**config.mk**
```make
export PLATFORM = sky130hd
export DESIGN_NAME = hazard_ctrl
export DESIGN_NICKNAME = d
export VERILOG_FILES = /design/src/rtl/hazard_ctrl.sv
export SDC_FILE = /design/constraint.sdc
export NUM_CORES = 1
export LEC_CHECK = 0
export ABC_AREA = 1
export BUFFER_PORTS_ARGS = -buffer_cell sky130_fd_sc_hd__buf_2
export CORE_MARGIN = 2
export CORE_UTILIZATION = 30
export CTS_CLUSTER_SIZE = 14
export DETAILED_ROUTE_END_ITERATION = 7
export SKIP_LAST_GASP = 1
export SLEW_MARGIN = 25
export SYNTH_ARGS = -nofsm -noshare
export SYNTH_HDL_FRONTEND = slang
export SYNTH_SLANG_ARGS = --single-unit
```
**constraint.sdc**
```tcl
create_clock -name clk -period 1.7 [get_ports clk]
set_clock_uncertainty 0.15 [all_clocks]
set_input_delay 0.34 -clock clk [delete_from_list [all_inputs] [get_ports clk]]
set_output_delay 0.34 -clock clk [all_outputs]
set_load 0.005 [all_outputs]
```
**src/rtl/hazard_ctrl.sv**
```systemverilog
// ============================================================================
// hazard_ctrl : pipeline sequencing controller (load-use, flush, fetch wait,
//               MUL/DIV freeze) with saturating stall/flush counters
// Revision    : 1.0
// ============================================================================
`default_nettype none

module hazard_ctrl #(
  parameter int MUL_LAT = 4,
  parameter int DIV_LAT = 32,
  parameter int CNT_W   = 16
) (
  input  logic             clk,
  input  logic             rst,
  input  logic [4:0]       id_rs,
  input  logic [4:0]       id_rt,
  input  logic             id_uses_rs,
  input  logic             id_uses_rt,
  input  logic             ex_mem_read,
  input  logic [4:0]       ex_rt,
  input  logic             branch_taken,
  input  logic             jump,
  input  logic             id_is_muldiv,
  input  logic             muldiv_is_div,
  input  logic             imem_ready,
  output logic             pc_write,
  output logic             IF_ID_write,
  output logic             flush,
  output logic             id_ex_bubble,
  output logic             muldiv_start,
  output logic             muldiv_busy,
  output logic [CNT_W-1:0] stall_cnt,
  output logic [CNT_W-1:0] flush_cnt
);

  typedef enum logic [1:0] {
    RUN       = 2'd0,
    MD_BUSY   = 2'd1,
    MD_RETIRE = 2'd2
  } state_t;

  // The start cycle and the retire transition each take one busy cycle.
  localparam logic [5:0] MUL_INIT = 6'(MUL_LAT - 2);
  localparam logic [5:0] DIV_INIT = 6'(DIV_LAT - 2);
  localparam logic [CNT_W-1:0] CNT_ONE = {{(CNT_W-1){1'b0}}, 1'b1};

  state_t     state;
  logic [5:0] md_cnt;
  logic       lu;

  assign lu = ex_mem_read && (ex_rt != 5'd0) &&
              ((id_uses_rs && (id_rs == ex_rt)) || (id_uses_rt && (id_rt == ex_rt)));

  always_comb begin
    pc_write     = 1'b1;
    IF_ID_write  = 1'b1;
    flush        = 1'b0;
    id_ex_bubble = 1'b0;
    muldiv_start = 1'b0;
    muldiv_busy  = 1'b0;
    case (state)
      RUN: begin
        if (lu) begin
          pc_write     = 1'b0;
          IF_ID_write  = 1'b0;
          id_ex_bubble = 1'b1;
        end else if (id_is_muldiv) begin
          pc_write     = 1'b0;
          IF_ID_write  = 1'b0;
          id_ex_bubble = 1'b1;
          muldiv_start = 1'b1;
          muldiv_busy  = 1'b1;
        end else if (branch_taken || jump) begin
          flush = 1'b1;
        end else if (!imem_ready) begin
          pc_write = 1'b0;
          flush    = 1'b1;
        end
      end
      MD_BUSY: begin
        pc_write     = 1'b0;
        IF_ID_write  = 1'b0;
        id_ex_bubble = 1'b1;
        muldiv_busy  = 1'b1;
      end
      MD_RETIRE: begin
        // Fetch wait still applies while the MUL/DIV moves into EX.
        if (!imem_ready) begin
          pc_write = 1'b0;
          flush    = 1'b1;
        end
      end
      default: begin
        pc_write     = 1'b1;
        IF_ID_write  = 1'b1;
      end
    endcase
  end

  always_ff @(posedge clk or posedge rst) begin
    if (rst) begin
      state     <= RUN;
      md_cnt    <= 6'd0;
      stall_cnt <= '0;
      flush_cnt <= '0;
    end else begin
      case (state)
        RUN: begin
          if (!lu && id_is_muldiv) begin
            state  <= MD_BUSY;
            md_cnt <= muldiv_is_div ? DIV_INIT : MUL_INIT;
          end
        end
        MD_BUSY: begin
          if (md_cnt != 6'd0) md_cnt <= md_cnt - 6'd1;
          else                state  <= MD_RETIRE;
        end
        MD_RETIRE: state <= RUN;
        default:   state <= RUN;
      endcase
      if (!pc_write && (stall_cnt != {CNT_W{1'b1}})) stall_cnt <= stall_cnt + CNT_ONE;
      if (flush && (flush_cnt != {CNT_W{1'b1}}))     flush_cnt <= flush_cnt + CNT_ONE;
    end
  end

endmodule

`default_nettype wire

```
==> impl_metrics.ini, run 1 <==
[synth]
ys_warn_count = 0
ys_ff_latch = 40
syn_avg_cell_area_um2 = 6.96
synth_top_cell_by_area = dfrtp_1
netlist_area_mm2 = 0.00274
synth_top_area_share_pct = 36.5
synth_area_leaders = dfrtp_1 37%, nand2_1 19%, inv_1 8.4%
postSynthCellCount = 394
synth_fp_nets = 423
yosysSeqAreaShare_pct = 36.5
yosysUniqueCellTypes = 27

[routing]
ant_nets = 0
num_vias = 2893
drt_iter0_markers = 109
drtPass1Iterations = 4
routedWlPerCell_um = 12.2
drc = 0
via_per_inst = 4.66
routed_wirelength_um = 7600

[clock_tree]
cts_tree = built
cts_htree_levels = 2
root_buffer = clkbuf_8
clock_latency_ps = 290
cts_buffer_depth = 2
clock-sinks = 40
cts-buffers-inserted = 5
clk_pin_slew_ps = 80

[sta]
finalHoldViolCount = 0
maxSlewViolCount = 0
period_share_pct = 108
slew_headroom_pct = 80.1
rsz0062_at_grt = yes
setup-tns-final_ps = -805
setup_viol = 15
max_slew.worst_pin.slew_ps = 296
setup_ws_ps = -143
period_needed_ps = 1840
max_clock_freq_mhz = 543

[run_status]
violations = setup timing
outcome = complete, but fails checks

[placed_design]
port_buffers = 62
post_dp_cell_area_mm2 = 0.00347
gp_congestion = 0.867
hpwl_um = 5450

[floorplanning]
coreArea_mm2 = 0.00881
die_area_mm2 = 0.00992
dieWidth_um = 99.6
ioPinCount = 63
dieHeight_um = 99.6
start_util_pct = 31.1
rows = 34

[worst_hold_path]
whs_path_depth = 5
hp-start = muldiv_is_div
hold_class = primary input to register
hold-path-endpoint = md_cnt[3]$_DFFE_PP0P_

[critical_path]
path_class = register to output pin
path_max_fanout = 6
r2r_slack_ps = -100
endpoint_kind = output pin
reg2regPathDepth = 9
cp.required_ps = 1210
rr_startpoint = flush_cnt[1]$_DFFE_PP0P_
arrival_ps = 1350
reg2reg_to = flush_cnt[11]$_DFFE_PP0P_
start_kind = register

[flow_run]
drv_cap = 0

[power]
pwr-share-clk_pct = 18.2
p_comb_share_pct = 50.5
p_int_w = 0.00259
seqPwrFrac_pct = 31.3
sw_frac_of_total_pct = 39.1
p_switching_w = 0.00166
power.leakage_nw = 2.16
ir_drop_mv = 0.366
power.density_mw_per_mm2 = 1040

[final_layout]
multiInputGateArea_mm2 = 0.00168
utilization_pct = 46.3
final_cell_area_mm2 = 0.00408
nFillCells = 836
diodes = 0
finalNetCount = 541
drive_gt1_share_pct = 38.8
seq_area_mm2 = 0.00100
syn_to_final_growth_pct = 48.7

[grt]
grt_pass1_vias = 2793
grt_max_degree = 41
antenna_found_initial = 0
grt_first_pass_wirelength_um = 12500
grt_use_total_pct = 15.2
gr-total-overflow = 0
[what timing repair did]
item,in CTS,in global routing
buffers inserted,7,7
gates cloned,0,1
setup endpoints to repair,21,38
resized for setup,47,56
endpoints found under the hold margin,40,0
hold buffers,1,0
pin swaps,22,35
[worst max path at each step]
stage	startpoint	end	slack [ps]	cells after the start
after detailed placement	ex_rt[3]	flush_cnt[8]$_DFFE_PP0P_	-190	12
after global routing	state[1]$_DFFE_PP0P_	flush	-220	6
final	state[1]$_DFFE_PP0P_	flush	-140	6
after floorplan	flush_cnt[0]$_DFFE_PP0P_	flush_cnt[10]$_DFFE_PP0P_	3	8
after CTS	state[0]$_DFFE_PP0P_	flush	-210	6
after global placement	ex_rt[2]	IF_ID_write	-140	11
[per-layer routing]
layer,vias up,routed length [um],global-route usage [%]
met2,40,4050,27.7
met4,0,57,3.48
met3,6,178,2.46
li1,1482,-,-
met5,-,0,0
met1,1365,3320,18.8
[sequential cells by signal, indices dropped and copies added, names as in the netlist]
register	cells
flush_cnt	16
stall_cnt	16
state	2
md_cnt	6
[logic make-up (layout without fill, tap and decap cells)]
| group | after synthesis | count (layout) | share of synthesized area, % |
|---|---|---|---|
| buffers and inverters | 71 | 190 | 10.7 |
| AO/OA/AOI/OAI | 13 | 13 | 2.65 |
| AND/OR/NAND/NOR | 248 | 248 | 42.5 |
| XOR/XNOR | 18 | 18 | 5.75 |
| flip-flops | 40 | 40 | 36.5 |
| adder cells (fa/ha/maj) | 4 | 4 | 1.83 |
[placed cells by master (no fill, tap or decap), types with 2 or more instances in the layout]
| cell | instances |
|---|---|
| a31oi_4 | 3 |
| buf_2 | 47 |
| buf_4 | 51 |
| buf_6 | 13 |
| buf_8 | 5 |
| clkbuf_8 | 5 |
| dfrtp_1 | 40 |
| ha_1 | 3 |
| inv_1 | 47 |
| inv_2 | 9 |
| inv_4 | 6 |
| nand2_1 | 120 |
| nand2_2 | 16 |
| nand2_4 | 4 |
| nand3_1 | 27 |
| nand3_2 | 10 |
| nand3_4 | 4 |
| nand3b_1 | 2 |
| nand4_1 | 23 |
| nor2_1 | 18 |
| nor2_2 | 7 |
| nor2_4 | 4 |
| nor3_1 | 5 |
| nor3_2 | 5 |
| nor3_4 | 2 |
| o21ai_0 | 7 |
| xnor2_1 | 5 |
| xor2_1 | 13 |
[worst max-delay path: stages (launching register included)]
cell and delay [ps]:
dfrtp_1 390, nor2_2 140, inv_2 80, a31oi_4 150
nand3_2 100, nand2_4 120, buf_6 100
[layout make-up]
| class | instances | area share [%] |
|---|---|---|
| clock buffer | 6 | 1.78 |
| clock inverter | 2 | 0.859 |
| inverter | 63 | 6.35 |
| multi-input combinational | 283 | 41.2 |
| sequential | 40 | 24.5 |
| tap | 108 | 3.31 |
| timing repair buffer | 119 | 21.9 |
[power by group through the flow]
stage          clock (W)  combinational (W)  sequential (W)
2_1_floorplan          0            0.00108         0.00139
3_3_place_gp           0            0.00181         0.00132
3_5_place_dp           0            0.00185         0.00132
4_1_cts         0.000811            0.00203         0.00131
5_1_grt         0.000861            0.00241         0.00136
6_report        0.000773            0.00214         0.00133
[cells in the mapped netlist]
master / n
a31oi_1: 3
nand3_4: 2
nor2_1: 28
xnor2_1: 5
nand2_1: 137
nor3_2: 3
o21ai_0: 7
nor3_4: 1
o21ai_1: 1
nand3b_1: 2
clkbuf_1: 1
a21oi_1: 1
inv_2: 2
nand3_2: 7
inv_1: 61
dfrtp_1: 40
nor3_1: 8
and3_1: 1
o21ai_2: 1
xor2_1: 13
nor2_4: 1
nand3_1: 32
ha_1: 4
buf_2: 4
buf_6: 3
nand4_1: 23
nand2_2: 3
[through the flow]
| step | hold slack (ps) | total power, W | instances | worst slack [ps] |
|---|---|---|---|---|
| 2_1_floorplan | 334 | 0.00247 | 394 | 3.00 |
| 3_3_place_gp | 274 | 0.00312 | 599 | -137 |
| 3_5_place_dp | 279 | 0.00317 | 599 | -187 |
| 4_1_cts | 273 | 0.00415 | 615 | -209 |
| 5_1_grt | 293 | 0.00463 | 621 | -221 |
| 6_report | 278 | 0.00424 | 621 | -143 |
(Power assumes the default switching activity.)
==> inputs of run 2 (changes only) <==
ABC_AREA = unset   (was 1)
CORE_ASPECT_RATIO = 2   (was unset)
GPL_ROUTABILITY_DRIVEN = 0   (was unset)
==> impl_metrics.ini, run 2 <==
[run_status]
outcome = complete, but fails checks
violations = setup timing

[floorplanning]
dieWidth_um = 64.3
ioPinCount = 63
coreArea_mm2 = 0.00716
start_util_pct = 30.4
rows = 44
die_area_mm2 = 0.00800
dieHeight_um = 125

[critical_path]
cp_num_cells = 8
path_max_fanout = 5
arrival_ps = 1640
critPathTopFamily = simple AND/OR/NAND/NOR gates
reg2regPathDepth = 7
crit_chain = buf_8, or4_4, o21a_1, nand2_4, buf_4, nand3_2, inv_2, buf_2
cp-endpoint = muldiv_start
path_class = primary input to output pin
critPathMaxStageDelay_ps = 520
critPathSlowestCell = or4_4
reg2reg_to = flush_cnt[14]$_DFFE_PP0P_
critPathBufInv = 4
endpoint_kind = output pin
r2r_slack_ps = -300
rr_startpoint = flush_cnt[7]$_DFFE_PP0P_
cp.required_ps = 1210
startpoint = ex_rt[4]
start_kind = primary input

[routing]
drt_iter0_markers = 79
routedWlPerCell_um = 13.5
ant_nets = 0
via_per_inst = 4.86
drc = 0
routed_wirelength_um = 6090
drtPass1Iterations = 4
num_vias = 2197

[power]
p_int_w = 0.00286
power.leakage_nw = 1.92
ir_drop_mv = 1.10
p_comb_share_pct = 43.8
power.density_mw_per_mm2 = 1160
seqPwrFrac_pct = 31.4
pwr-share-clk_pct = 24.8
p_switching_w = 0.00141
sw_frac_of_total_pct = 33.0

[synth]
synth-edff-count = 0
synth_top_cell_by_area = dfrtp_1
netlist_area_mm2 = 0.00218
synth_area_leaders = dfrtp_1 46%, xnor2_1 14%, and3_1 3.7%
ys_warn_count = 0
synth_most_common_cell = dfrtp_1
synth_fp_nets = 242
netlist_top_cells_count = 40 x dfrtp_1, 34 x xnor2_1, 21 x nand2_1
async_flop_share_pct = 100
ys_ff_latch = 40
synth_top_area_share_pct = 46.0
postSynthCellCount = 213
yosysUniqueCellTypes = 39
yosys_most_used_dff = dfrtp_1
yosysSeqAreaShare_pct = 46.0
syn_avg_cell_area_um2 = 10.2

[grt]
antenna_found_initial = 0
gr-total-overflow = 0
grt_max_degree = 41
grt_pass1_vias = 2281
grt_use_total_pct = 16.1
grt_first_pass_wirelength_um = 10300

[sta]
finalHoldViolCount = 0
period_share_pct = 125
setup_viol = 44
setup_ws_ps = -432
slew_headroom_pct = 64.6
rsz0062_at_grt = yes
max_slew.worst_pin.slew_ps = 531
max_clock_freq_mhz = 469
maxSlewViolCount = 0
period_needed_ps = 2130

[worst_hold_path]
hold_class = primary input to async pin

[clock_tree]
hold_buffers = 0
root_buffer = clkbuf_16
cts_tree = built
clock_latency_ps = 280
clk_pin_slew_ps = 60
cts-buffers-inserted = 5
cts_htree_levels = 2
clock-sinks = 40
cts_buffer_depth = 2

[final_layout]
reg_top3 = flush_cnt: 16 flops, stall_cnt: 16 flops, md_cnt: 6 flops
seq_area_mm2 = 0.00100
final_common_cell = buf_4
final_cells = 452
nFillCells = 662
layout_common_cells = 68 x buf_4, 60 x buf_2, 40 x dfrtp_1, 26 x xnor2_1, 14 x nor2_1
diodes = 0
finalNetCount = 388
drive_gt1_share_pct = 55.6
syn_to_final_growth_pct = 68.6
multiInputGateArea_mm2 = 0.00140
final_cell_area_mm2 = 0.00367

[placed_design]
placedCellCount = 428
port_buffers = 62
hpwl_um = 4270
post_dp_cell_area_mm2 = 0.00311

[flow_run]
drv_cap = 0
## run 2: worst min path at each step
stage / from / depth (start not counted) / endpoint
after CTS: rst / 3 / stall_cnt[2]$_DFFE_PP0P_
final: rst / 3 / stall_cnt[2]$_DFFE_PP0P_
after global routing: rst / 3 / stall_cnt[2]$_DFFE_PP0P_
after floorplan: stall_cnt[10]$_DFFE_PP0P_ / 1 / stall_cnt[10]$_DFFE_PP0P_
after global placement: stall_cnt[15]$_DFFE_PP0P_ / 1 / stall_cnt[15]$_DFFE_PP0P_
after detailed placement: rst / 3 / stall_cnt[2]$_DFFE_PP0P_
## run 2: stage by stage
| stage | worst slack [ps] | total power (W) | setup TNS, ps | util (%) | hold slack (ps) |
|---|---|---|---|---|---|
| floorplan | -316 | 0.00218 | -7810 | - | 331 |
| global placement | -489 | 0.00287 | -16950 | 43.5 | 328 |
| CTS | -437 | 0.00421 | -12770 | 49.9 | 46.7 |
| finish | -432 | 0.00427 | -12020 | 51.3 | 22.1 |
| global route | -481 | 0.00456 | -14900 | 51.3 | 87.4 |
| detailed placement | -524 | 0.00295 | -18270 | 43.5 | 347 |
## run 2: power groups by stage
stage          Combinational [W]  Sequential [W]  Clock, W
2_1_floorplan           0.000762         0.00142         0
3_3_place_gp             0.00154         0.00133         0
3_5_place_dp             0.00160         0.00135         0
4_1_cts                  0.00178         0.00134   0.00109
5_1_grt                  0.00205         0.00138   0.00113
6_report                 0.00187         0.00134   0.00106
## run 2: repair_timing
action | in CTS | in global routing
resized for setup | 38 | 20
setup buffers | 17 | 3
pin swaps | 29 | 21
gates cloned | 1 | 0
setup endpoints to repair | 43 | 44
## run 2: cell families after synthesis
kind of cell	after synthesis	share of synthesized area (%)
buf+inv	9	1.90
fa+ha+maj	4	2.30
xor+xnor	39	15.7
compound gates	22	7.70
flops	40	46.0
mux	3	1.72
simple gates	96	24.8
## run 2: worst register-to-register path, delay by kind of cell (launching register included)
kind                      cells  cell delay [ps]
and+or+nand+nor               4              780
DFF                           1              350
AOI/OAI and AO/OA             1              280
xor gates and xnor gates      1              130
buffers and inverters         1              190
## run 2: cell type report
cell class / instances / area share (%)
clock inverters: 2 / 0.954
repair buffers: 141 / 26.4
multi-input cells: 165 / 38.1
flip-flops and latches: 40 / 27.3
clock buffers: 6 / 3.51
inverters: 6 / 0.613
well taps: 92 / 3.13
## run 2: per-layer routing
layer / GRT usage (%) / part of all wire, %
met1: 19.6 / 41
met2: 27.3 / 51
met3: 4.07 / 6.1
met4: 5.51 / 2.0
met5: 0 / 0
==> inputs of run 3 (changes only) <==
REMOVE_ABC_BUFFERS = 1   (was unset)
==> impl_metrics.ini, run 3 (synthesized netlist as in run 2, its figures left out) <==
[run_status]
outcome = complete, but fails checks
violations = setup timing

[grt]
grt_pass1_vias = 2306
grt_max_degree = 41
grt_use_total_pct = 16.3
antenna_found_initial = 0
gr-total-overflow = 0
grt_first_pass_wirelength_um = 10500

[routing]
routedWlPerCell_um = 14.3
routed_wirelength_um = 6310
ant_nets = 0
drtPass1Iterations = 4
drc = 0
drt_iter0_markers = 49
via_per_inst = 4.88
num_vias = 2153

[critical_path]
path_class = register to output pin
rr_startpoint = state[1]$_DFFE_PP0P_
r2r_slack_ps = -380
reg2reg_to = stall_cnt[13]$_DFFE_PP0P_
arrival_ps = 1660
reg2regPathDepth = 8
path_max_fanout = 2
endpoint_kind = output pin
cp.required_ps = 1210
start_kind = register

[sta]
finalHoldViolCount = 0
finalHoldWorstSlack_ps = 28.7
max_clock_freq_mhz = 465
setup_viol = 42
setup_ws_ps = -453
maxSlewViolCount = 0
period_share_pct = 127
slew_headroom_pct = 65.3
rsz0062_at_grt = yes
max_slew.worst_pin.slew_ps = 521
period_needed_ps = 2150

[placed_design]
dp_slack_ps = -596
hpwl_um = 4280
placedCellCount = 423
port_buffers = 62

[power]
power.density_mw_per_mm2 = 1160
ir_drop_mv = 0.883
power.leakage_nw = 1.83

[floorplanning]
dieHeight_um = 125
coreArea_mm2 = 0.00716
dieWidth_um = 64.3
die_area_mm2 = 0.00800
start_util_pct = 30.4
rows = 44
ioPinCount = 63

[worst_hold_path]
hold_class = primary input to async pin

[final_layout]
finalNetCount = 378
layout_common_cells = 63 x buf_4, 60 x buf_2, 40 x dfrtp_1, 27 x xnor2_1, 15 x nand2_1
syn_to_final_growth_pct = 64.3
final_cells = 441
diodes = 0
drive_gt1_share_pct = 54.2
final_common_cell = buf_4
reg_top3 = flush_cnt: 16 flops, stall_cnt: 16 flops, md_cnt: 6 flops

[clock_tree]
cts-buffers-inserted = 5
root_buffer = clkbuf_16
clock-sinks = 40
cts_tree = built
cts_buffer_depth = 2
cts_htree_levels = 2
hold_buffers = 0
clk_pin_slew_ps = 60
clock_latency_ps = 280

[flow_run]
drv_cap = 0
run 3: cell count changes in the layout (fill, tap and decap cells not counted), moves of 2 or more:
cell,change
buf_4,-5
buf_6,-4
nand2_1,+4
nand2_2,-3
nand3_1,-3
clkbuf_8,+2
nand3_2,+2
run 3: layer usage:
metal | GRT usage, % | up-vias | wire length (um)
met3 | 3.79 | 11 | 311
met4 | 5.51 | 0 | 119
met2 | 27.9 | 57 | 3440
met1 | 19.7 | 1056 | 2440
met5 | 0 | - | 0
li1 | - | 1029 | -
run 3: metrics by stage:
step           area [um2]  util (%)  TNS [ps]  power, W
2_1_floorplan        2160         -     -8190   0.00213
3_3_place_gp         3030      42.3    -17180   0.00280
3_5_place_dp         3030      42.3    -19480   0.00287
4_1_cts              3420      47.8    -10550   0.00404
5_1_grt              3580      50.0    -14400   0.00447
6_report             3580      50.0    -12230   0.00417
run 3: what timing repair did:
item / CTS / global route
setup endpoints to repair: 43 / 44
gates resized for setup: 38 / 29
setup buffers: 10 / 3
gates cloned: 1 / 0
pin swaps: 28 / 9
run 3: report_power, final:
part | switching, W | total, W | internal [W]
combinational | 0.000880 | 0.00183 | 0.000953
sequential | 0.000180 | 0.00136 | 0.00118
clock | 0.000355 | 0.000970 | 0.000615
run 3: worst max-delay path by stage:
stage                           endpoint            startpoint  depth (start not counted)  slack (ps)
3_3_place_gp                    pc_write              ex_rt[1]                          6        -510
2_1_floorplan   stall_cnt[1]$_DFFE_PP0P_  state[1]$_DFFE_PP0P_                          5        -360
3_5_place_dp   stall_cnt[15]$_DFFE_PP0P_              ex_rt[1]                         10        -600
4_1_cts                         pc_write  state[1]$_DFFE_PP0P_                          4        -460
5_1_grt                         pc_write  state[1]$_DFFE_PP0P_                          4        -500
6_report                        pc_write  state[1]$_DFFE_PP0P_                          4        -450
run 3: final cells by class:
class | instances | area (um2)
repair buffers | 131 | 867
multi-input cells | 165 | 1420
clock buffers | 7 | 153
flip-flops and latches | 40 | 1000
inverters | 6 | 25.0
fillers | 691 | 3580
well taps | 92 | 115
run 3: critical path: stages, from the launching register on:
cell and delay [ps]:
dfrtp_1 380, or4_4 550, o21a_1 210, o21ai_4 90
buf_2 140
